**src/rtl/mc_ctrl_pkg.sv**
```systemverilog
// Shared constants and decoded-field types for the multi-cycle controller.
// Holds FSM state codes, opcode/funct codes, output encodings, the instruction class enum
// and the decoded-field struct. Optional MDU support is compiled in with MC_CTRL_MDU_EN.
package mc_ctrl_pkg;

    // FSM state codes; the numeric values are visible on the debug state output.
    localparam logic [2:0] ST_FETCH  = 3'd0;
    localparam logic [2:0] ST_DECODE = 3'd1;
    localparam logic [2:0] ST_EXEC   = 3'd2;
    localparam logic [2:0] ST_MEM    = 3'd3;
    localparam logic [2:0] ST_WB     = 3'd4;
    localparam logic [2:0] ST_HALT   = 3'd5;
`ifdef MC_CTRL_MDU_EN
    localparam logic [2:0] ST_MDU    = 3'd6;
`endif

    // Primary opcodes (IR[31:26])
    localparam logic [5:0] OP_RTYPE = 6'h00;
    localparam logic [5:0] OP_JAL   = 6'h03;
    localparam logic [5:0] OP_BEQ   = 6'h04;
    localparam logic [5:0] OP_ORI   = 6'h0d;
    localparam logic [5:0] OP_LUI   = 6'h0f;
    localparam logic [5:0] OP_LW    = 6'h23;
    localparam logic [5:0] OP_SW    = 6'h2b;

    // R-type function codes (IR[5:0])
    localparam logic [5:0] FN_JR    = 6'h08;
    localparam logic [5:0] FN_ADDU  = 6'h21;
    localparam logic [5:0] FN_SUBU  = 6'h23;
`ifdef MC_CTRL_MDU_EN
    localparam logic [5:0] FN_MULT  = 6'h18;
    localparam logic [5:0] FN_DIV   = 6'h1a;
`endif

    // Register-file write data select
    localparam logic [1:0] WSEL_ALU = 2'b00;
    localparam logic [1:0] WSEL_MEM = 2'b01;
    localparam logic [1:0] WSEL_PC  = 2'b10;
    localparam logic [1:0] WSEL_LUI = 2'b11;

    // Destination-register format
    localparam logic [1:0] ITYPE_R  = 2'd0;
    localparam logic [1:0] ITYPE_I  = 2'd1;
    localparam logic [1:0] ITYPE_J  = 2'd2;

    // Next-PC source
    localparam logic [2:0] JSIG_SEQ = 3'd0;
    localparam logic [2:0] JSIG_BEQ = 3'd1;
    localparam logic [2:0] JSIG_JAL = 3'd2;
    localparam logic [2:0] JSIG_JR  = 3'd3;

    // ALU operation
    localparam logic [2:0] ALU_ADD  = 3'd0;
    localparam logic [2:0] ALU_SUB  = 3'd1;
    localparam logic [2:0] ALU_OR   = 3'd2;

    // Instruction class: decides the FSM path, independent of the datapath encodings.
    typedef enum logic [3:0] {
        CLS_NOP,
        CLS_ALU,
        CLS_LUI,
        CLS_LW,
        CLS_SW,
        CLS_BEQ,
        CLS_JAL,
        CLS_JR
`ifdef MC_CTRL_MDU_EN
        , CLS_MDU
`endif
    } cls_e;

    typedef struct packed {
        cls_e       cls;
        logic [1:0] itype;
        logic [2:0] jsig;
        logic [1:0] wsel;
        logic [2:0] aop;
    } dec_t;

    // Classes whose PC update happens in DECODE (no EXEC phase).
    function automatic logic pc_in_decode(input cls_e c);
        return (c == CLS_NOP) || (c == CLS_JAL) || (c == CLS_JR);
    endfunction

endpackage

```
**src/rtl/mc_ctrl_if.sv**
```systemverilog
// Bundle between the datapath and the multi-cycle controller.
// master: datapath side (drives IR fields and flags, receives strobes and selects).
// slave: controller side. mdu_busy exists only when MC_CTRL_MDU_EN is defined.
interface mc_ctrl_if;
    // datapath -> controller
    logic [5:0] opcode;
    logic [5:0] funct;
    logic       alu_zero;
    logic       mem_ready;
`ifdef MC_CTRL_MDU_EN
    logic       mdu_busy;
`endif
    // controller -> datapath
    logic       pc_we;
    logic       ir_we;
    logic       reg_we;
    logic       mem_we;
    logic [1:0] instruct_type;
    logic [2:0] jump_signal;
    logic [1:0] grf_write_sel;
    logic [2:0] alu_op;
    logic [2:0] state;
    logic       bus_err;

    modport master (
        output opcode, funct, alu_zero, mem_ready,
`ifdef MC_CTRL_MDU_EN
        output mdu_busy,
`endif
        input  pc_we, ir_we, reg_we, mem_we, instruct_type, jump_signal,
               grf_write_sel, alu_op, state, bus_err
    );

    modport slave (
        input  opcode, funct, alu_zero, mem_ready,
`ifdef MC_CTRL_MDU_EN
        input  mdu_busy,
`endif
        output pc_we, ir_we, reg_we, mem_we, instruct_type, jump_signal,
               grf_write_sel, alu_op, state, bus_err
    );
endinterface

```
**src/rtl/mc_decode.sv**
```systemverilog
// Instruction decoder: maps opcode/funct to instruction class and datapath encodings.
// Latency: purely combinational, zero cycles.
// Backpressure: none; unknown opcode/funct pairs decode as a nop with all fields zero.
// Ports: opcode, funct (IR fields) in; dec (class + encoded fields) out.
// MC_CTRL_MDU_EN adds mult/div as the MDU class.
module mc_decode
    import mc_ctrl_pkg::*;
(
    input  logic [5:0] opcode,
    input  logic [5:0] funct,
    output dec_t       dec
);

    always_comb begin
        dec = '0;
        case (opcode)
            OP_RTYPE: begin
                case (funct)
                    FN_ADDU: begin
                        dec.cls   = CLS_ALU;
                        dec.itype = ITYPE_R;
                        dec.aop   = ALU_ADD;
                    end
                    FN_SUBU: begin
                        dec.cls   = CLS_ALU;
                        dec.itype = ITYPE_R;
                        dec.aop   = ALU_SUB;
                    end
                    FN_JR: begin
                        dec.cls   = CLS_JR;
                        dec.jsig  = JSIG_JR;
                    end
`ifdef MC_CTRL_MDU_EN
                    FN_MULT, FN_DIV: begin
                        dec.cls   = CLS_MDU;
                    end
`endif
                    default: ;
                endcase
            end
            OP_ORI: begin
                dec.cls   = CLS_ALU;
                dec.itype = ITYPE_I;
                dec.aop   = ALU_OR;
            end
            OP_LW: begin
                dec.cls   = CLS_LW;
                dec.itype = ITYPE_I;
                dec.wsel  = WSEL_MEM;
                dec.aop   = ALU_ADD;
            end
            OP_SW: begin
                dec.cls   = CLS_SW;
                dec.itype = ITYPE_I;
                dec.aop   = ALU_ADD;
            end
            OP_BEQ: begin
                dec.cls   = CLS_BEQ;
                dec.itype = ITYPE_I;
                dec.jsig  = JSIG_BEQ;
                dec.aop   = ALU_SUB;
            end
            OP_LUI: begin
                dec.cls   = CLS_LUI;
                dec.itype = ITYPE_I;
                dec.wsel  = WSEL_LUI;
            end
            OP_JAL: begin
                dec.cls   = CLS_JAL;
                dec.itype = ITYPE_J;
                dec.jsig  = JSIG_JAL;
                dec.wsel  = WSEL_PC;
            end
            default: ;
        endcase
    end

endmodule

```
**src/rtl/mc_ctrl.sv**
```systemverilog
// Multi-cycle MIPS-subset controller: FETCH/DECODE/EXEC/MEM/WB FSM with sticky memory timeout.
// Latency: strobes are Moore outputs of the state (sw completion pc_we follows mem_ready same cycle).
// Backpressure: MEM stalls on mem_ready up to MEM_WAIT_MAX cycles, then bus_err and HALT until reset.
// Ports: clk, rst_n (async, active-low) and bus (mc_ctrl_if.slave): opcode/funct/alu_zero/mem_ready in;
//        pc_we/ir_we/reg_we/mem_we, instruct_type, jump_signal, grf_write_sel, alu_op, state, bus_err out.
// Optional macro MC_CTRL_MDU_EN: MDU state, mult/div decode and bus.mdu_busy.
module mc_ctrl
    import mc_ctrl_pkg::*;
#(
    parameter int          MEM_WAIT_MAX = 16,
    parameter logic [31:0] PC_RESET     = 32'h0000_3000
)(
    input  logic    clk,
    input  logic    rst_n,
    mc_ctrl_if.slave bus
);

    localparam int CNT_W = $clog2(MEM_WAIT_MAX + 1);

    // The PC register itself lives in the datapath; its reset value is only sanity-checked here.
    if (MEM_WAIT_MAX < 1) begin : g_bad_wait
        $error("mc_ctrl: MEM_WAIT_MAX must be at least 1");
    end
    if (PC_RESET[1:0] != 2'b00) begin : g_bad_pc
        $error("mc_ctrl: PC_RESET must be word aligned");
    end

    logic [2:0]       state_q, state_d;
    logic [CNT_W-1:0] cnt_q, cnt_d;
    logic             bus_err_q, bus_err_d;
    dec_t             dec, dec_q;
    logic             pc_we_c, ir_we_c, reg_we_c, mem_we_c;
    logic             in_decode;

    mc_decode u_decode (
        .opcode (bus.opcode),
        .funct  (bus.funct),
        .dec    (dec)
    );

    always_comb begin
        state_d   = state_q;
        cnt_d     = cnt_q;
        bus_err_d = bus_err_q;
        pc_we_c   = 1'b0;
        ir_we_c   = 1'b0;
        reg_we_c  = 1'b0;
        mem_we_c  = 1'b0;
        case (state_q)
            ST_FETCH: begin
                ir_we_c = 1'b1;
                state_d = ST_DECODE;
            end
            // Classification comes from the live IR here; dec_q captures it on the way out.
            ST_DECODE: begin
                if (pc_in_decode(dec.cls)) begin
                    pc_we_c = 1'b1;
                    state_d = (dec.cls == CLS_JAL) ? ST_WB : ST_FETCH;
                end else begin
                    state_d = ST_EXEC;
                end
            end
            ST_EXEC: begin
                case (dec_q.cls)
                    CLS_BEQ: begin
                        pc_we_c = 1'b1;
                        state_d = ST_FETCH;
                    end
                    CLS_LW, CLS_SW: begin
                        cnt_d   = '0;
                        state_d = ST_MEM;
                    end
`ifdef MC_CTRL_MDU_EN
                    CLS_MDU: state_d = ST_MDU;
`endif
                    default: state_d = ST_WB;
                endcase
            end
            ST_MEM: begin
                mem_we_c = (dec_q.cls == CLS_SW);
                // mem_ready is checked first so it wins over a coincident timeout.
                if (bus.mem_ready) begin
                    if (dec_q.cls == CLS_SW) begin
                        pc_we_c = 1'b1;
                        state_d = ST_FETCH;
                    end else begin
                        state_d = ST_WB;
                    end
                end else if (cnt_q == CNT_W'(MEM_WAIT_MAX - 1)) begin
                    bus_err_d = 1'b1;
                    state_d   = ST_HALT;
                end else begin
                    cnt_d = cnt_q + CNT_W'(1);
                end
            end
            ST_WB: begin
                reg_we_c = 1'b1;
                // jal already moved the PC in DECODE.
                pc_we_c  = (dec_q.cls != CLS_JAL);
                state_d  = ST_FETCH;
            end
            ST_HALT: begin
                state_d = ST_HALT;
            end
`ifdef MC_CTRL_MDU_EN
            ST_MDU: begin
                if (!bus.mdu_busy) begin
                    pc_we_c = 1'b1;
                    state_d = ST_FETCH;
                end
            end
`endif
            default: state_d = ST_FETCH;
        endcase
    end

    always_ff @(posedge clk or negedge rst_n) begin
        if (!rst_n) begin
            state_q   <= ST_FETCH;
            cnt_q     <= '0;
            bus_err_q <= 1'b0;
            dec_q     <= '0;
        end else begin
            state_q   <= state_d;
            cnt_q     <= cnt_d;
            bus_err_q <= bus_err_d;
            if (state_q == ST_DECODE) begin
                dec_q <= dec;
            end
        end
    end

    // Strobes are gated by rst_n so an asserted reset silences them without waiting for a clock,
    // even though the reset state (FETCH) would otherwise raise ir_we.
    assign bus.pc_we  = pc_we_c  & rst_n;
    assign bus.ir_we  = ir_we_c  & rst_n;
    assign bus.reg_we = reg_we_c & rst_n;
    assign bus.mem_we = mem_we_c & rst_n;

    // In DECODE the datapath already needs the jal/jr selects, before dec_q is loaded.
    assign in_decode         = (state_q == ST_DECODE);
    assign bus.instruct_type = in_decode ? dec.itype : dec_q.itype;
    assign bus.jump_signal   = in_decode ? dec.jsig  : dec_q.jsig;
    assign bus.grf_write_sel = in_decode ? dec.wsel  : dec_q.wsel;
    assign bus.alu_op        = in_decode ? dec.aop   : dec_q.aop;
    assign bus.state         = state_q;
    assign bus.bus_err       = bus_err_q;

endmodule

```
**src/flat_wrapper.sv**
```systemverilog
// flat-port wrapper written by rule: the top's interface ports become plain ports
module mc_ctrl_flat import mc_ctrl_pkg::*;
#(
    parameter int          MEM_WAIT_MAX = 16,
    parameter logic [31:0] PC_RESET     = 32'h0000_3000
)
  (clk, rst_n, bus_opcode, bus_funct, bus_alu_zero, bus_mem_ready, bus_pc_we, bus_ir_we, bus_reg_we, bus_mem_we, bus_instruct_type, bus_jump_signal, bus_grf_write_sel, bus_alu_op, bus_state, bus_bus_err);
  mc_ctrl_if bus_i ();
  input  logic clk;
  input  logic rst_n;
  input wire logic [$bits(bus_i.opcode)-1:0] bus_opcode;
  input wire logic [$bits(bus_i.funct)-1:0] bus_funct;
  input wire logic [$bits(bus_i.alu_zero)-1:0] bus_alu_zero;
  input wire logic [$bits(bus_i.mem_ready)-1:0] bus_mem_ready;
  output wire logic [$bits(bus_i.pc_we)-1:0] bus_pc_we;
  output wire logic [$bits(bus_i.ir_we)-1:0] bus_ir_we;
  output wire logic [$bits(bus_i.reg_we)-1:0] bus_reg_we;
  output wire logic [$bits(bus_i.mem_we)-1:0] bus_mem_we;
  output wire logic [$bits(bus_i.instruct_type)-1:0] bus_instruct_type;
  output wire logic [$bits(bus_i.jump_signal)-1:0] bus_jump_signal;
  output wire logic [$bits(bus_i.grf_write_sel)-1:0] bus_grf_write_sel;
  output wire logic [$bits(bus_i.alu_op)-1:0] bus_alu_op;
  output wire logic [$bits(bus_i.state)-1:0] bus_state;
  output wire logic [$bits(bus_i.bus_err)-1:0] bus_bus_err;
  assign bus_i.opcode = bus_opcode;
  assign bus_i.funct = bus_funct;
  assign bus_i.alu_zero = bus_alu_zero;
  assign bus_i.mem_ready = bus_mem_ready;
  assign bus_pc_we = bus_i.pc_we;
  assign bus_ir_we = bus_i.ir_we;
  assign bus_reg_we = bus_i.reg_we;
  assign bus_mem_we = bus_i.mem_we;
  assign bus_instruct_type = bus_i.instruct_type;
  assign bus_jump_signal = bus_i.jump_signal;
  assign bus_grf_write_sel = bus_i.grf_write_sel;
  assign bus_alu_op = bus_i.alu_op;
  assign bus_state = bus_i.state;
  assign bus_bus_err = bus_i.bus_err;
  mc_ctrl #(.MEM_WAIT_MAX(MEM_WAIT_MAX), .PC_RESET(PC_RESET)) u_core (.clk(clk), .rst_n(rst_n), .bus(bus_i));
endmodule
```
**config.mk**
```make
export PLATFORM = sky130hd
export DESIGN_NAME = mc_ctrl_flat
export DESIGN_NICKNAME = d
export VERILOG_FILES = /design/src/rtl/mc_ctrl_pkg.sv /design/src/rtl/mc_ctrl_if.sv /design/src/rtl/mc_decode.sv /design/src/rtl/mc_ctrl.sv /design/src/flat_wrapper.sv
export SDC_FILE = /design/constraint.sdc
export NUM_CORES = 1
export LEC_CHECK = 0
export CAP_MARGIN = 15
export CORE_MARGIN = 2
export CORE_UTILIZATION = 52
export DETAILED_ROUTE_END_ITERATION = 8
export PLACE_DENSITY_LB_ADDON = 0.15
export SETUP_SLACK_MARGIN = 0.3
export SLEW_MARGIN = 25
export SYNTH_ARGS = -nofsm -noshare
export SYNTH_HDL_FRONTEND = slang
export SYNTH_SLANG_ARGS = --single-unit
```
**constraint.sdc**
```tcl
create_clock -name clk -period 5.6 [get_ports clk]
set_clock_uncertainty 0.15 [all_clocks]
set_input_delay 0.84 -clock clk [delete_from_list [all_inputs] [get_ports clk]]
set_output_delay 0.84 -clock clk [all_outputs]
set_load 0.005 [all_outputs]
```
======== Yosys cells after proc, flatten, opt, wreduce, memory -nomap -nowiden ========
Cells that the tools add are included.
cells by class
  multiplexer cells ....................... 30
  add/sub/neg operators ................... 1
  equal/unequal tests ..................... 25
  reduce and logical (&&, ||, !) cells .... 10
  bitwise logic cells ..................... 5
operators with widths
  operator                                                          count
  6-bit one-hot mux with 7 select lines                             1
  6-bit == test (second input constant)                             4
  3-bit two-way mux                                                 7
  6-bit by 4-bit == test with 1-bit output (second input constant)  3
  3-bit one-hot mux with 3 select lines                             2
  4-bit by 3-bit == test with 1-bit output (second input constant)  4
  5-bit two-way mux                                                 3
  3-bit one-hot mux with 5 select lines                             1
  3-bit one-hot mux with 2 select lines                             2
  5-bit one-hot mux with 2 select lines                             1
  1-bit two-way mux                                                 8
  3-bit by 2-bit == test with 1-bit output (second input constant)  2
  3-bit == test (second input constant)                             2
  6-bit by 2-bit == test with 1-bit output (second input constant)  1
  6-bit by 3-bit == test with 1-bit output (second input constant)  1
  6-bit zero test                                                   1
  2-bit two-way mux                                                 3
  2-bit one-hot mux with 3 select lines                             1
  5-bit by 1-bit adder with 5-bit output (second input constant)    1
  5-bit by 4-bit == test with 1-bit output (second input constant)  1
  1-bit AND                                                         4
  4-bit by 2-bit == test with 1-bit output (second input constant)  1
  4-bit zero test                                                   1
  2-bit inequality test (second input constant)                     2
  12 further kinds                                                  14
storage, ports and cells
  register bits after elaboration ......... 23
  input bits .............................. 16
  output and inout bits ................... 18
  logic and storage cells ................. 79

======== Logic depth before layout (Yosys ltp) ========
  depth in word-level cells ............... 10
  mapped depth ............................ 7
  gate-level depth less buffers ........... 7

======== By module ========
A second synthesis with hierarchy kept.
second synthesis, totals
  cells, all modules ...................... 144
  area total of the unflattened synthesis .. 1478.9 sq um
modules (own cells, without submodules)
  module     area an instance (sq um)  sequential area each (sq um)  cells an instance  instances
  mc_ctrl    1181.1                    575.6                         99                 1
  mc_decode  297.8                     0.0                           45                 1

======== Least setup slack after synthesis ========
Ideal clock, no wire load.
  kind .................................... in2out
  start point ............................. input bus_opcode[0]
  end point ............................... output bus_pc_we
  buffers on the path ..................... 1
  slack ................................... 2634 ps
  stages on the path ...................... 6
  data arrival time ....................... 1976 ps
  data required time ...................... 4610 ps
  cells stage by stage .................... buf_6 or3_4 a2111oi_4 nor2_2 a211oi_1 nor2_1
on the way
  word-level cells in the longest chain between the ends .. 8
  elaborated cells between the ends (all ways) .. 16
  those cells by class .................... 8 x eq/ne; 3 x mux; 1 x bitwise; 4 x reduce/logical
ends and longest elaborated chain
  what                                                                         line                source
  start, declared                                                              flat_wrapper.sv:11  input wire logic [$bits(bus_i.opcode)-1:0] bus_opcode;
  6-bit by 2-bit == test with 1-bit output, or another cell as far along       mc_decode.sv:16     case (opcode)
  6-bit one-hot mux with 7 select lines (*)                                    mc_decode.sv:16
  4-bit by 3-bit == test with 1-bit output or 4-bit zero test (tied branches)  mc_ctrl_pkg.sv:82   return (c == CLS_NOP) || (c == CLS_JAL) || (c == CLS_JR);
  1-bit logical OR                                                             mc_ctrl_pkg.sv:82
  1-bit logical OR (*)                                                         mc_ctrl_pkg.sv:82
  1-bit two-way mux (*)                                                        mc_ctrl.sv:56       if (pc_in_decode(dec.cls)) begin
  1-bit one-hot mux with 4 select lines (*)                                    mc_ctrl.sv:49       case (state_q)
  1-bit AND (*)                                                                mc_ctrl.sv:135      assign bus.pc_we = pc_we_c & rst_n;
  end, declared                                                                flat_wrapper.sv:15  output wire logic [$bits(bus_i.pc_we)-1:0] bus_pc_we;
Mark *: on every way between the ends. The rest lies on a longest branch, timed or not.

======== Worst setup path after layout ========
  start point ............................. input bus_opcode[3]
  end point ............................... output bus_instruct_type[0]
on the way
  word-level cells in the longest chain between the ends .. 3
  elaborated cells between the ends (all ways) .. 9
  those cells by class .................... 6 x eq/ne; 2 x mux; 1 x reduce/logical
ends and longest elaborated chain
  what                                                                    line                source
  6-bit by 2-bit == test with 1-bit output, or another cell as far along  mc_decode.sv:16
  6-bit one-hot mux with 7 select lines (*)                               mc_decode.sv:16
  2-bit two-way mux (*)                                                   mc_ctrl.sv:142      assign bus.instruct_type = in_decode ? dec.itype : dec_q.itype;
  end, declared                                                           flat_wrapper.sv:19  output wire logic [$bits(bus_i.instruct_type)-1:0] bus_instruct_type;
Marked as above.

==> flow_summary.json <==
{
  "outcome": "complete, no violations",
  "cts_sinks": 20,
  "cts_tree": "yes",
  "synth_area_mm2": 0.001306,
  "vias_per_cell": 5.740,
  "post_cts_buffers": 0,
  "placed_cell_area_mm2": 0.001592,
  "num_antenna_cells": 0,
  "dp_hpwl_um": 2118,
  "reg2reg_slack_ns": 3.49,
  "fin_crit_sh": 0.7391,
  "min_period_ns": 4.139,
  "post-route-drc-count": 0,
  "final-max-slew-violation-count": 0,
  "postCtsResizedCells": 0,
  "tns_ns": 0,
  "yosysUniqueCellTypes": 49,
  "grt_overflow": 0,
  "hold_path.class": "primary input to async pin",
  "synth_edf_count": 0,
  "clock_tree.buffer_depth": 2,
  "wl_um": 2747,
  "fin_cells": 200,
  "ios": 34,
  "die_x_um": 54.12,
  "start_util": 0.5370,
  "p_per_area_mw_per_mm2": 371.9,
  "synth_warnings": 0,
  "slew_headroom": 0.6064,
  "setup_viol": 0,
  "gp_congestion": 0.7905,
  "irDropWorstVdd_v": 0.0003104,
  "drt_first_pass_iters": 4,
  "cp_data_arrival_time_ns": 3.15,
  "layout-drive-gt1-share": 0.09412,
  "synth_area_leaders": "dfrtp_1 38%, nand2_1 4.6%, nor2_1 4.3%",
  "chipHeight_um": 54.12,
  "clk-insertion-delay-late_ns": 0.30,
  "synth-seq-cells": 20,
  "htreeDepth": 1,
  "p_clk_frac": 0.139,
  "rows": 18,
  "synth_top_area_frac": 0.3831,
  "worst_setup_path_start_kind": "primary input",
  "switching_share": 0.3923,
  "synthArstFlopShare": 1.000,
  "switchingPower_uw": 236.7,
  "wl_per_cell_um": 13.74,
  "leakage_uw": 0.0007113,
  "internal_power_uw": 366.8,
  "cp_slowest_cell": "clkdlybuf4s50_1",
  "cp-end-kind": "output port",
  "clk_pin_slew_ns": 0.12,
  "cp.required_ns": 4.61,
  "cts_buffers": 3,
  "multiInputGateArea_um2": 734.5,
  "place_inst": 196,
  "path_max_fanout": 11,
  "fp.coreArea_mm2": 0.002432,
  "grt_max_degree": 24,
  "tightestPinTransition_ns": 0.5872,
  "rr_worst_depth": 6,
  "power.total_uw": 603.5,
  "grt_pass1_vias": 1044,
  "io_buffer_count": 30,
  "yosysTopAreaCell": "dfrtp_1",
  "track_usage": 0.2074,
  "antenna_found_initial": 0,
  "grt_pass1_wl_um": 4409,
  "synth_ff_type": "dfrtp_1",
  "yosysSeqAreaShare": 0.3831,
  "synth.avg_cell_area_um2": 9.009,
  "timing.fmax_mhz": 241.6,
  "dieArea_mm2": 0.002929,
  "p_seq_frac": 0.405,
  "holdBufCountCts": 0,
  "crit_type": "primary input to output port",
  "design_area_mm2": 0.001623,
  "cap_viol_max_count": 0,
  "vias": 1148,
  "fillers": 207,
  "cpPeakStageDelay_ns": 0.61,
  "cp_common_cell": "clkdlybuf4s50_1",
  "place_ws_ns": 1.459,
  "drt-initial-drc-count": 21,
  "cts_root_buffer": "clkbuf_4",
  "rsz0062_at_grt": "no",
  "finalHoldViolCount": 0,
  "timing.final.ws_setup_ns": 1.461,
  "syn_inst": 145,
  "comb_power_share": 0.456,
  "cp_cell_sequence": "clkdlybuf4s50_1 -> or3_4 -> a2111oi_4 -> nor2_2 -> a31oi_1 -> clkdlybuf4s50_1",
  "area_growth_pct": 24.23,
  "drtAntennaViolNets": 0,
  "fin_nets": 189,
  "register_area_um2": 500.5
}
## through the flow
stage / hold slack, ns / utilization
2_1_floorplan: 0.2985 / -
3_3_place_gp: 0.2987 / 0.6543
3_5_place_dp: 0.3139 / 0.6543
4_1_cts: 0.3387 / 0.6692
5_1_grt: 0.3479 / 0.6672
6_report: 0.3269 / 0.6672
## cell type report
type | count | area share
Inverter | 5 | 0.01157
Timing Repair Buffer | 30 | 0.1820
Tap cell | 30 | 0.02313
Clock buffer | 4 | 0.02236
Multi-Input combinational cell | 111 | 0.4526
Sequential cell | 20 | 0.3084
## cell usage in the layout, fill, tap and decap left out, types with 2 or more instances in the layout
cell type,n
clkdlybuf4s50_1,29
dfrtp_1,20
nand2_1,16
nor2_1,15
nand3_1,8
o21ai_1,6
a31oi_1,5
inv_1,4
nand4_1,4
and3b_1,4
a21oi_1,4
xnor2_1,3
xor2_1,3
clkbuf_4,3
and3_1,2
nor3_2,2
or3_1,2
nor4_2,2
nor4b_1,2
nor2b_1,2
a21o_1,2
o211ai_1,2
nand3b_1,2
ha_1,2
conb_1,2
## state kept, by name, summed over array words and instances (netlist names)
signal,cells
u_core.bus.bus_err,1
u_core.bus.state,3
u_core.cnt_q,5
u_core.dec_q,11
## cell usage after synthesis (2+ instances only)
master,instances
nor3_2,2
nor4_2,2
and3_1,2
o21ai_1,6
and3b_1,4
nand3b_1,2
buf_4,2
a31oi_1,5
inv_1,4
a21oi_1,4
nand3_1,8
a21o_1,2
nor4b_1,2
o211ai_1,2
ha_1,2
xnor2_1,3
dfrtp_1,20
nor2_1,15
buf_2,3
xor2_1,3
nand4_1,4
nor2b_1,2
nand2_1,16
clkbuf_1,4
or3_1,2
## power by group through the flow
stage,combinational [µW],clock (µW),sequential (µW)
after global routing,306,91.9,251
after floorplan,192,0,217
after global placement,268,0,242
after detailed placement,278,0,247
final,275,84.0,244
after CTS,279,85.2,244
## cell families after synthesis
group / Yosys count / synth area share
and+or+nand+nor: 70 / 0.3113
AOI/OAI and AO/OA: 30 / 0.1772
other: 1 / 0.002871
adders and majority gates: 2 / 0.01915
muxes: 1 / 0.008620
buffers and inverters: 15 / 0.05745
DFF: 20 / 0.3831
xor gates and xnor gates: 6 / 0.04024
## per-layer routing
layer,track usage,routed length (µm),vias up
met5,0,0,-
met4,0.08750,35,0
met3,0.03611,93,4
met2,0.3635,1440,29
met1,0.2466,1178,540
li1,-,-,575
## critical path: cells and delay by family
family,cells,cell delay [ns]
buf+inv,2,1.15
compound gates,2,0.59
simple gates,2,0.56
## worst paths after layout
path,start,end
worst max-delay path,bus_opcode[3],bus_instruct_type[0]
worst min-delay path,rst_n,u_core.bus.state[0]$_DFFE_PN0P_
worst max register to register,u_core.cnt_q[0]$_DFFE_PN0P_,u_core.cnt_q[0]$_DFFE_PN0P_
worst min register to register,u_core.bus.bus_err$_DFFE_PN0P_,u_core.bus.bus_err$_DFFE_PN0P_
max in group asynchronous,rst_n,u_core.bus.state[1]$_DFFE_PN0P_
min in group clk,u_core.bus.bus_err$_DFFE_PN0P_,u_core.bus.bus_err$_DFFE_PN0P_
(Power assumes the default switching activity.)
